--- config.mk ---
export PLATFORM = sky130hd
export DESIGN_NAME = pipe_arb_ctrl
export DESIGN_NICKNAME = d
export VERILOG_FILES = /design/src/rtl/pipe_arb_ctrl.sv
export SDC_FILE = /design/constraint.sdc
export NUM_CORES = 1
export LEC_CHECK = 0
export BUFFER_PORTS_ARGS = -buffer_cell sky130_fd_sc_hd__buf_2
export CORE_MARGIN = 2
export CORE_UTILIZATION = 48
export DETAILED_ROUTE_END_ITERATION = 7
export PLACE_DENSITY = 0.87
export SKIP_LAST_GASP = 1
export SYNTH_ARGS = -nofsm -noshare
export SYNTH_HDL_FRONTEND = slang
export SYNTH_SLANG_ARGS = --single-unit
--- constraint.sdc ---
create_clock -name clk -period 5.01 [get_ports clk]
set_clock_uncertainty 0.2 [all_clocks]
set_input_delay 0 -clock clk [delete_from_list [all_inputs] [get_ports clk]]
set_output_delay 0 -clock clk [all_outputs]
set_load 0.02 [all_outputs]
--- src/rtl/pipe_arb_ctrl.sv ---
// Two-requester arbiter and tag tracker for a fixed-latency pipe with no internal handshake.
// Optional macro PIPE_ARB_PRIO_EN selects fixed priority (req0 wins) instead of round-robin.
module pipe_arb_ctrl #(
  parameter int LAT = 4,
  parameter int IW  = 2,
  parameter int OW  = 4,
  localparam int CW = $clog2(LAT + 1)
) (
  input  logic          clk,
  input  logic          rst_n,
  input  logic          req0_valid,
  input  logic [IW-1:0] req0_data,
  output logic          req0_ready,
  input  logic          req1_valid,
  input  logic [IW-1:0] req1_data,
  output logic          req1_ready,
  output logic          pipe_en,
  output logic [IW-1:0] pipe_in,
  input  logic [OW-1:0] pipe_out,
  output logic          res_valid,
  output logic          res_id,
  output logic [OW-1:0] res_data,
  input  logic          res_ready,
  input  logic          drain_req,
  output logic          drain_done,
  output logic [CW-1:0] inflight
);

  typedef enum logic [0:0] {RUN = 1'b0, DRAIN = 1'b1} state_t;

  state_t          state_r, state_s;
  logic [LAT-1:0]  valid_r, id_r;
  logic [CW-1:0]   inflight_r;
  logic            stall_s, issue_ok_s;
  logic            grant0_s, grant1_s, grant_any_s, accept_s;
`ifndef PIPE_ARB_PRIO_EN
  logic            rr_r;
  logic            contention_s;
`endif

  assign res_valid  = valid_r[LAT-1];
  assign res_id     = id_r[LAT-1];
  assign res_data   = pipe_out;
  assign stall_s    = res_valid & ~res_ready;
  assign pipe_en    = ~stall_s;
  assign issue_ok_s = (state_r == RUN) & ~stall_s;
  assign accept_s   = res_valid & res_ready;
  assign grant_any_s = grant0_s | grant1_s;
  assign req0_ready = grant0_s;
  assign req1_ready = grant1_s;
  assign inflight   = inflight_r;
  // drain_req is included so drain_done drops in the cycle the request is withdrawn.
  assign drain_done = (state_r == DRAIN) & (inflight_r == CW'(0)) & drain_req;
`ifndef PIPE_ARB_PRIO_EN
  assign contention_s = issue_ok_s & req0_valid & req1_valid;
`endif

  always_comb begin
    grant0_s = 1'b0;
    grant1_s = 1'b0;
    if (issue_ok_s) begin
      if (req0_valid && req1_valid) begin
`ifdef PIPE_ARB_PRIO_EN
        grant0_s = 1'b1;
`else
        if (rr_r) begin
          grant1_s = 1'b1;
        end else begin
          grant0_s = 1'b1;
        end
`endif
      end else begin
        grant0_s = req0_valid;
        grant1_s = req1_valid;
      end
    end else begin
      grant0_s = 1'b0;
      grant1_s = 1'b0;
    end
  end

  always_comb begin
    pipe_in = IW'(0);
    if (grant1_s) begin
      pipe_in = req1_data;
    end else if (grant0_s) begin
      pipe_in = req0_data;
    end else begin
      pipe_in = IW'(0);
    end
  end

  always_comb begin
    state_s = state_r;
    case (state_r)
      RUN:     state_s = drain_req ? DRAIN : RUN;
      DRAIN:   state_s = drain_req ? DRAIN : RUN;
      default: state_s = RUN;
    endcase
  end

  always_ff @(posedge clk or negedge rst_n) begin
    if (!rst_n) begin
      state_r <= RUN;
    end else begin
      state_r <= state_s;
    end
  end

  // Tags travel with the pipe so each result emerges with its owner; reset drops stale entries.
  always_ff @(posedge clk or negedge rst_n) begin
    if (!rst_n) begin
      valid_r <= '0;
      id_r    <= '0;
    end else if (pipe_en) begin
      for (int i = LAT - 1; i > 0; i--) begin
        valid_r[i] <= valid_r[i-1];
        id_r[i]    <= id_r[i-1];
      end
      valid_r[0] <= grant_any_s;
      id_r[0]    <= grant1_s;
    end
  end

  always_ff @(posedge clk or negedge rst_n) begin
    if (!rst_n) begin
      inflight_r <= CW'(0);
    end else begin
      case ({grant_any_s, accept_s})
        2'b10:   inflight_r <= inflight_r + CW'(1);
        2'b01:   inflight_r <= inflight_r - CW'(1);
        default: inflight_r <= inflight_r;
      endcase
    end
  end

`ifndef PIPE_ARB_PRIO_EN
  // Pointer only moves when both requesters competed for the slot.
  always_ff @(posedge clk or negedge rst_n) begin
    if (!rst_n) begin
      rr_r <= 1'b0;
    end else if (contention_s) begin
      rr_r <= ~rr_r;
    end
  end
`endif

endmodule

### After elaboration in Yosys (flattened, before gate mapping)

Index checks and enable logic that the tools add are counted.

| storage, ports and cells | value |
|---|---|
| logic and storage cells | 34 |
| input bits | 14 |
| output and inout port bits | 15 |
| bits in registers | 13 |

| operators by class | value |
|---|---|
| add/sub/neg operators | 2 |
| eq/ne operators | 2 |
| reduce and logical (&&, ||, !) cells | 3 |
| bitwise gates (word level) | 12 |
| mux-type cells | 10 |

Operator list:

| kind | number |
|---|---|
| $and A1 B1 Y1 | 7 |
| $mux W1 | 7 |
| $pmux W3 S2 | 1 |
| $mux W2 | 2 |
| $not A1 Y1 | 4 |
| $add A3 B1 Y3 const B | 1 |
| $logic_not A3 Y1 | 1 |
| $sub A3 B1 Y3 const B | 1 |
| $eq A2 B1 Y1 const B | 1 |
| $eq A2 B2 Y1 const B | 1 |
| $reduce_bool A2 Y1 | 1 |
| $logic_and A1 B1 Y1 | 1 |
| $or A1 B1 Y1 | 1 |

### Longest topological paths before layout

| logic depth | value |
|---|---|
| depth after elaboration | 8 |
| gate-level depth with buffers | 7 |
| depth with buffers taken out | 7 |

### Worst setup path before layout

Ideal clock, no wire load.

| timing | value |
|---|---|
| path type | register -> register |
| start | register valid_r[3] |
| end | register inflight_r[2] (netlist: inflight[2]) |
| required time | 4679 ps |
| path buffers | 0 |
| period minus slack after synthesis | 2220 ps |
| stages on the path, launching flop included | 8 |
| slack | 2790 ps |
| library setup time | 131 ps |
| arrival time | 1889 ps |
| path through | dfrtp_1 nor2b_4 or3_1 ha_1 fa_1 xnor2_1 nor2_1 xor2_1 |

| on the way | value |
|---|---|
| longest elaborated chain between the ends | 7 |
| elaborated cells on any way between the ends | 11 |
| those cells by class | 2 x eq/ne; 3 x mux; 5 x bitwise; 1 x reduce/logical |

Ends and longest elaborated chain:

| what | line | source |
|---|---|---|
| from (decl) | 32 | `logic [LAT-1:0] valid_r, id_r;` |
| from (signal, indexed assignment) | 117 | `valid_r[i] <= valid_r[i-1];` |
| $and A1 B1 Y1 | 44 | `assign stall_s = res_valid & ~res_ready;` |
| $not A1 Y1 | 46 | `assign issue_ok_s = (state_r == RUN) & ~stall_s;` |
| $and A1 B1 Y1 | 46 |  |
| $mux W1 | 61 | `if (issue_ok_s) begin` |
| $or A1 B1 Y1 | 48 | `assign grant_any_s = grant0_s \| grant1_s;` |
| $eq A2 B1 Y1 or $eq A2 B2 Y1 (tied branches) | 129 | `case ({grant_any_s, accept_s})` |
| $pmux W3 S2 or $reduce_bool A2 Y1 (tied branches) | -- |  |
| to (signal assigned) | 130 | `2'b10: inflight_r <= inflight_r + CW'(1);` |
| to (signal assigned) | 131 | `2'b01: inflight_r <= inflight_r - CW'(1);` |
| to (signal assigned) | 132 | `default: inflight_r <= inflight_r;` |
| to (decl) | 33 | `logic [CW-1:0] inflight_r;` |

Several ways; a longest one is shown, not always the timed one.
A chain may end at the register's enable or synchronous reset.

### Worst setup path after layout

Ends and elaborated chain as after synthesis.

==> run_summary.xml <==
<?xml version="1.0" encoding="UTF-8"?>
<metrics>
  <group name="logic_synthesis">
    <metric name="post-synth-top-area-cell" unit="">dfrtp_1</metric>
    <metric name="seq_area_frac_synth" unit="%">49.8</metric>
    <metric name="area_share_of_the_largest_cell_type_after_synthesis" unit="%">49.8</metric>
    <metric name="synthesis.area_per_instance" unit="sq um">11.9</metric>
    <metric name="dominant_cell_by_count_in_the_synthesized_netlist" unit="">dfrtp_1</metric>
    <metric name="synth.top_cells.by_area" unit="">dfrtp_1 50%, mux2_2 10%, buf_4 4.6%</metric>
    <metric name="ys_ff_latch" unit="">13</metric>
    <metric name="postSynthNetCount" unit="">71</metric>
    <metric name="dominant_combinational_cell_family_by_area_after_synthesis" unit="">simple AND/OR/NAND/NOR gates</metric>
    <metric name="ys.warnings.count" unit="">0</metric>
    <metric name="netlist_area_before_placement" unit="sq um">653</metric>
    <metric name="synth-compound-area-share" unit="%">4.60</metric>
    <metric name="proportion_of_synthesized_flip_flops_having_asynchronous_set_or_reset" unit="%">100</metric>
    <metric name="synthFlopType" unit="">dfrtp_1</metric>
    <metric name="mux_share_of_post_synthesis_cell_area" unit="%">10.3</metric>
    <metric name="synthesized_area_fraction_occupied_by_xor_and_xnor_cells" unit="%">5.36</metric>
    <metric name="synth_fa_ha_area_share" unit="%">4.98</metric>
    <metric name="synth-edff-count" unit="">0</metric>
    <metric name="synth-simple-area-share" unit="%">18.0</metric>
    <metric name="number_of_unique_standard_cell_types_used_by_synthesis" unit="">23</metric>
    <metric name="synthesis.instances" unit="">55</metric>
    <metric name="synth_common_cells" unit="">13 x dfrtp_1, 6 x mux2_2, 6 x nand2_1</metric>
  </group>
  <group name="grt">
    <metric name="number_of_antenna_violations_at_the_first_check_in_global_routing" unit="">0</metric>
    <metric name="grt_max_degree" unit="">14</metric>
    <metric name="aggregate_global_routing_overflow" unit="">0</metric>
    <metric name="vias_in_the_first_global_route" unit="">537</metric>
    <metric name="grt.total_usage" unit="%">21.6</metric>
    <metric name="grt_first_pass_wirelength" unit="um">2220</metric>
  </group>
  <group name="setup_path">
    <metric name="worst_setup_start_kind" unit="">flip-flop</metric>
    <metric name="timing.rr.end" unit="">inflight[2]</metric>
    <metric name="crit_path_max_fanout" unit="">12</metric>
    <metric name="worst-path-buf-inv" unit="">0</metric>
    <metric name="cp_slowest_cell" unit="">dfrtp_1</metric>
    <metric name="setup.worst_path.start" unit="">valid_r[3]</metric>
    <metric name="timing.critical_path.max_delay_family" unit="">simple AND/OR/NAND/NOR gates</metric>
    <metric name="crit_chain" unit="">nor2b_4, or3_1, ha_1, fa_1, xnor2_1, nor2_1, xor2_1</metric>
    <metric name="critical_path.max_stage_delay" unit="ps">410</metric>
    <metric name="worstReg2RegStart" unit="">valid_r[3]</metric>
    <metric name="r2r.worst_path.cells" unit="">7</metric>
    <metric name="crit_type" unit="">reg -&gt; reg</metric>
    <metric name="r2r_setup_slk" unit="ps">2700</metric>
    <metric name="crit_arrival" unit="ps">2310</metric>
    <metric name="crit_path_end_kind" unit="">flip-flop</metric>
    <metric name="crit_path_required_time" unit="ps">5010</metric>
  </group>
  <group name="worst_hold_path">
    <metric name="hold_start" unit="">req0_data[1]</metric>
    <metric name="hold_path_end" unit="">pipe_in[1]</metric>
    <metric name="number_of_cells_on_the_worst_hold_path" unit="">4</metric>
    <metric name="hp-class" unit="">in -&gt; out</metric>
  </group>
  <group name="timing">
    <metric name="rsz0062_at_grt" unit="">no</metric>
    <metric name="hold_ws" unit="ps">169</metric>
    <metric name="setup_viol" unit="">0</metric>
    <metric name="layout_min_cycle_time" unit="ps">2310</metric>
    <metric name="tightestPinTransition" unit="ps">564</metric>
    <metric name="layout_worst_path_cycle_share" unit="%">46.0</metric>
    <metric name="max-slew-margin-rel" unit="%">62.3</metric>
    <metric name="clock.fmax" unit="GHz">0.434</metric>
    <metric name="hold_violations" unit="">0</metric>
    <metric name="totalNegativeSetupSlack" unit="ps">0</metric>
    <metric name="finalMaxSlewViolations" unit="">0</metric>
  </group>
  <group name="cts">
    <metric name="cts_buffers" unit="">3</metric>
    <metric name="tritoncts_clock_tree" unit="">built</metric>
    <metric name="clock_slew_at_reported_path_ffs" unit="ps">80</metric>
    <metric name="post_cts_buffers" unit="">0</metric>
    <metric name="ctsRootBufferMaster" unit="">clkbuf_4</metric>
    <metric name="hold_buffers" unit="">12</metric>
    <metric name="cts_repair_resize_count" unit="">0</metric>
    <metric name="h-tree-depth" unit="">1</metric>
    <metric name="cts.path.max_buffers" unit="">2</metric>
    <metric name="clock_sinks" unit="">13</metric>
    <metric name="clock_latency_on_the_worst_skew_pair" unit="ps">280</metric>
  </group>
  <group name="pwr">
    <metric name="power_per_cell_area" unit="nW/um^2">498</metric>
    <metric name="p_switching" unit="mW">0.165</metric>
    <metric name="comb_power_share" unit="%">44.3</metric>
    <metric name="power_switching_share" unit="%">37.7</metric>
    <metric name="cell_internal_pwr" unit="mW">0.272</metric>
    <metric name="leakage_power" unit="nW">0.429</metric>
    <metric name="vdd.ir_drop.worst" unit="mV">0.280</metric>
    <metric name="pwr-share-clk" unit="%">14.6</metric>
    <metric name="power_frac_seq" unit="%">41.1</metric>
  </group>
  <group name="final_layout">
    <metric name="final_area" unit="sq um">877</metric>
    <metric name="area_delta_synth_final" unit="%">34.3</metric>
    <metric name="post_route_cells_drive_above_1_share" unit="%">38.4</metric>
    <metric name="layout.nets" unit="">103</metric>
    <metric name="final.fill_count" unit="">109</metric>
    <metric name="n_antenna_cell" unit="">0</metric>
  </group>
  <group name="die">
    <metric name="dieWidth" unit="um">40.9</metric>
    <metric name="die_height" unit="um">40.9</metric>
    <metric name="start_util" unit="%">50.8</metric>
    <metric name="die_area" unit="sq um">1670</metric>
    <metric name="fp-row-count" unit="">13</metric>
    <metric name="fp.coreArea" unit="sq um">1280</metric>
    <metric name="io_pins" unit="">29</metric>
  </group>
  <group name="run">
    <metric name="max_cap_violations" unit="">0</metric>
  </group>
  <group name="drt">
    <metric name="wl_per_instance" unit="um">13.2</metric>
    <metric name="route.detailed.drc" unit="">0</metric>
    <metric name="route.antenna.remaining_nets" unit="">0</metric>
    <metric name="detail_route.iter0.violations" unit="">4</metric>
    <metric name="drt_first_pass_iters" unit="">2</metric>
    <metric name="vias_per_cell" unit="">5.16</metric>
    <metric name="routed-via-count" unit="">521</metric>
    <metric name="drt_wl_total" unit="um">1340</metric>
  </group>
  <group name="placed_design">
    <metric name="placedInstanceArea" unit="sq um">731</metric>
    <metric name="globalplace.congestion" unit="">0.715</metric>
    <metric name="detailed_place_hpwl" unit="um">910</metric>
    <metric name="port_buf_inserts" unit="">20</metric>
  </group>
  <group name="outcome">
    <metric name="run_status" unit="">complete, no violations</metric>
  </group>
</metrics>
-- power by group through the flow --
stage	clock network, mW	registers [mW]	logic (mW)
finish	0.0639	0.180	0.193
global route	0.0696	0.186	0.216
CTS	0.0646	0.179	0.195
detailed placement	0	0.181	0.181
global placement	0	0.177	0.175
floorplan	0	0.199	0.117
-- registers in the layout, indices dropped and copies added (netlist names) --
signal,flops
inflight,3
id_r,4
rr_r,1
valid_r,4
state_r,1
-- worst max-delay path by stage --
stage	endpoint	slack [ps]	depth (start not counted)
2_1_floorplan	inflight[2]	2790	7
3_3_place_gp	inflight[1]	2840	5
3_5_place_dp	inflight[2]	2750	7
4_1_cts	inflight[2]	2730	7
5_1_grt	inflight[2]	2560	7
6_report	inflight[2]	2700	7
-- layout by cell type (no fill, tap or decap), types with 2 or more instances in the layout --
cell,instances
a32oi_1,2
mux2_2,6
clkbuf_4,3
xor2_1,2
dfrtp_1,13
nand2_1,6
dlygate4sd3_1,12
xnor2_1,2
buf_2,20
nor2_1,5
-- area by class of cell --
class | instances | area (sq um) | share of cell area [%]
Clock buffer | 4 | 26.3 | 3.00
Tap cell | 15 | 18.8 | 2.14
Inverter | 1 | 3.75 | 0.428
Timing Repair Buffer | 32 | 220 | 25.1
Sequential cell | 13 | 325 | 37.1
Multi-Input combinational cell | 36 | 283 | 32.2
-- worst register-to-register path: cells and delay by family, from the launching register on --
kind,cells,cell delay [ps]
fa+ha+maj,2,630
flops,1,410
xor+xnor,2,300
simple gates,3,690
-- layer usage --
| layer | vias up | part of all wire [%] | global-route usage, % |
|---|---|---|---|
| li1 | 242 | - | - |
| met1 | 248 | 38 | 22.9 |
| met3 | 4 | 6.6 | 2.72 |
| met4 | 0 | 2.3 | 14.2 |
| met5 | - | 0 | 0 |
| met2 | 27 | 53 | 39.5 |
-- cells by family after synthesis --
family / count (synthesis)
AND/OR/NAND/NOR: 20
flip-flops: 13
buffers and inverters: 6
multiplexers: 6
AO/OA/AOI/OAI: 4
XOR/XNOR: 4
adder cells (fa/ha/maj): 2
-- stage by stage --
step | setup slack (ps) | cells | power [mW] | utilization (%)
after floorplan | 2790 | 55 | 0.315 | -
after global placement | 2840 | 85 | 0.352 | 56.9
after detailed placement | 2750 | 85 | 0.361 | 56.9
after CTS | 2730 | 101 | 0.438 | 68.3
after global routing | 2560 | 101 | 0.471 | 68.3
final | 2700 | 101 | 0.437 | 68.3
Note: power is estimated with default switching activity, not from simulation.
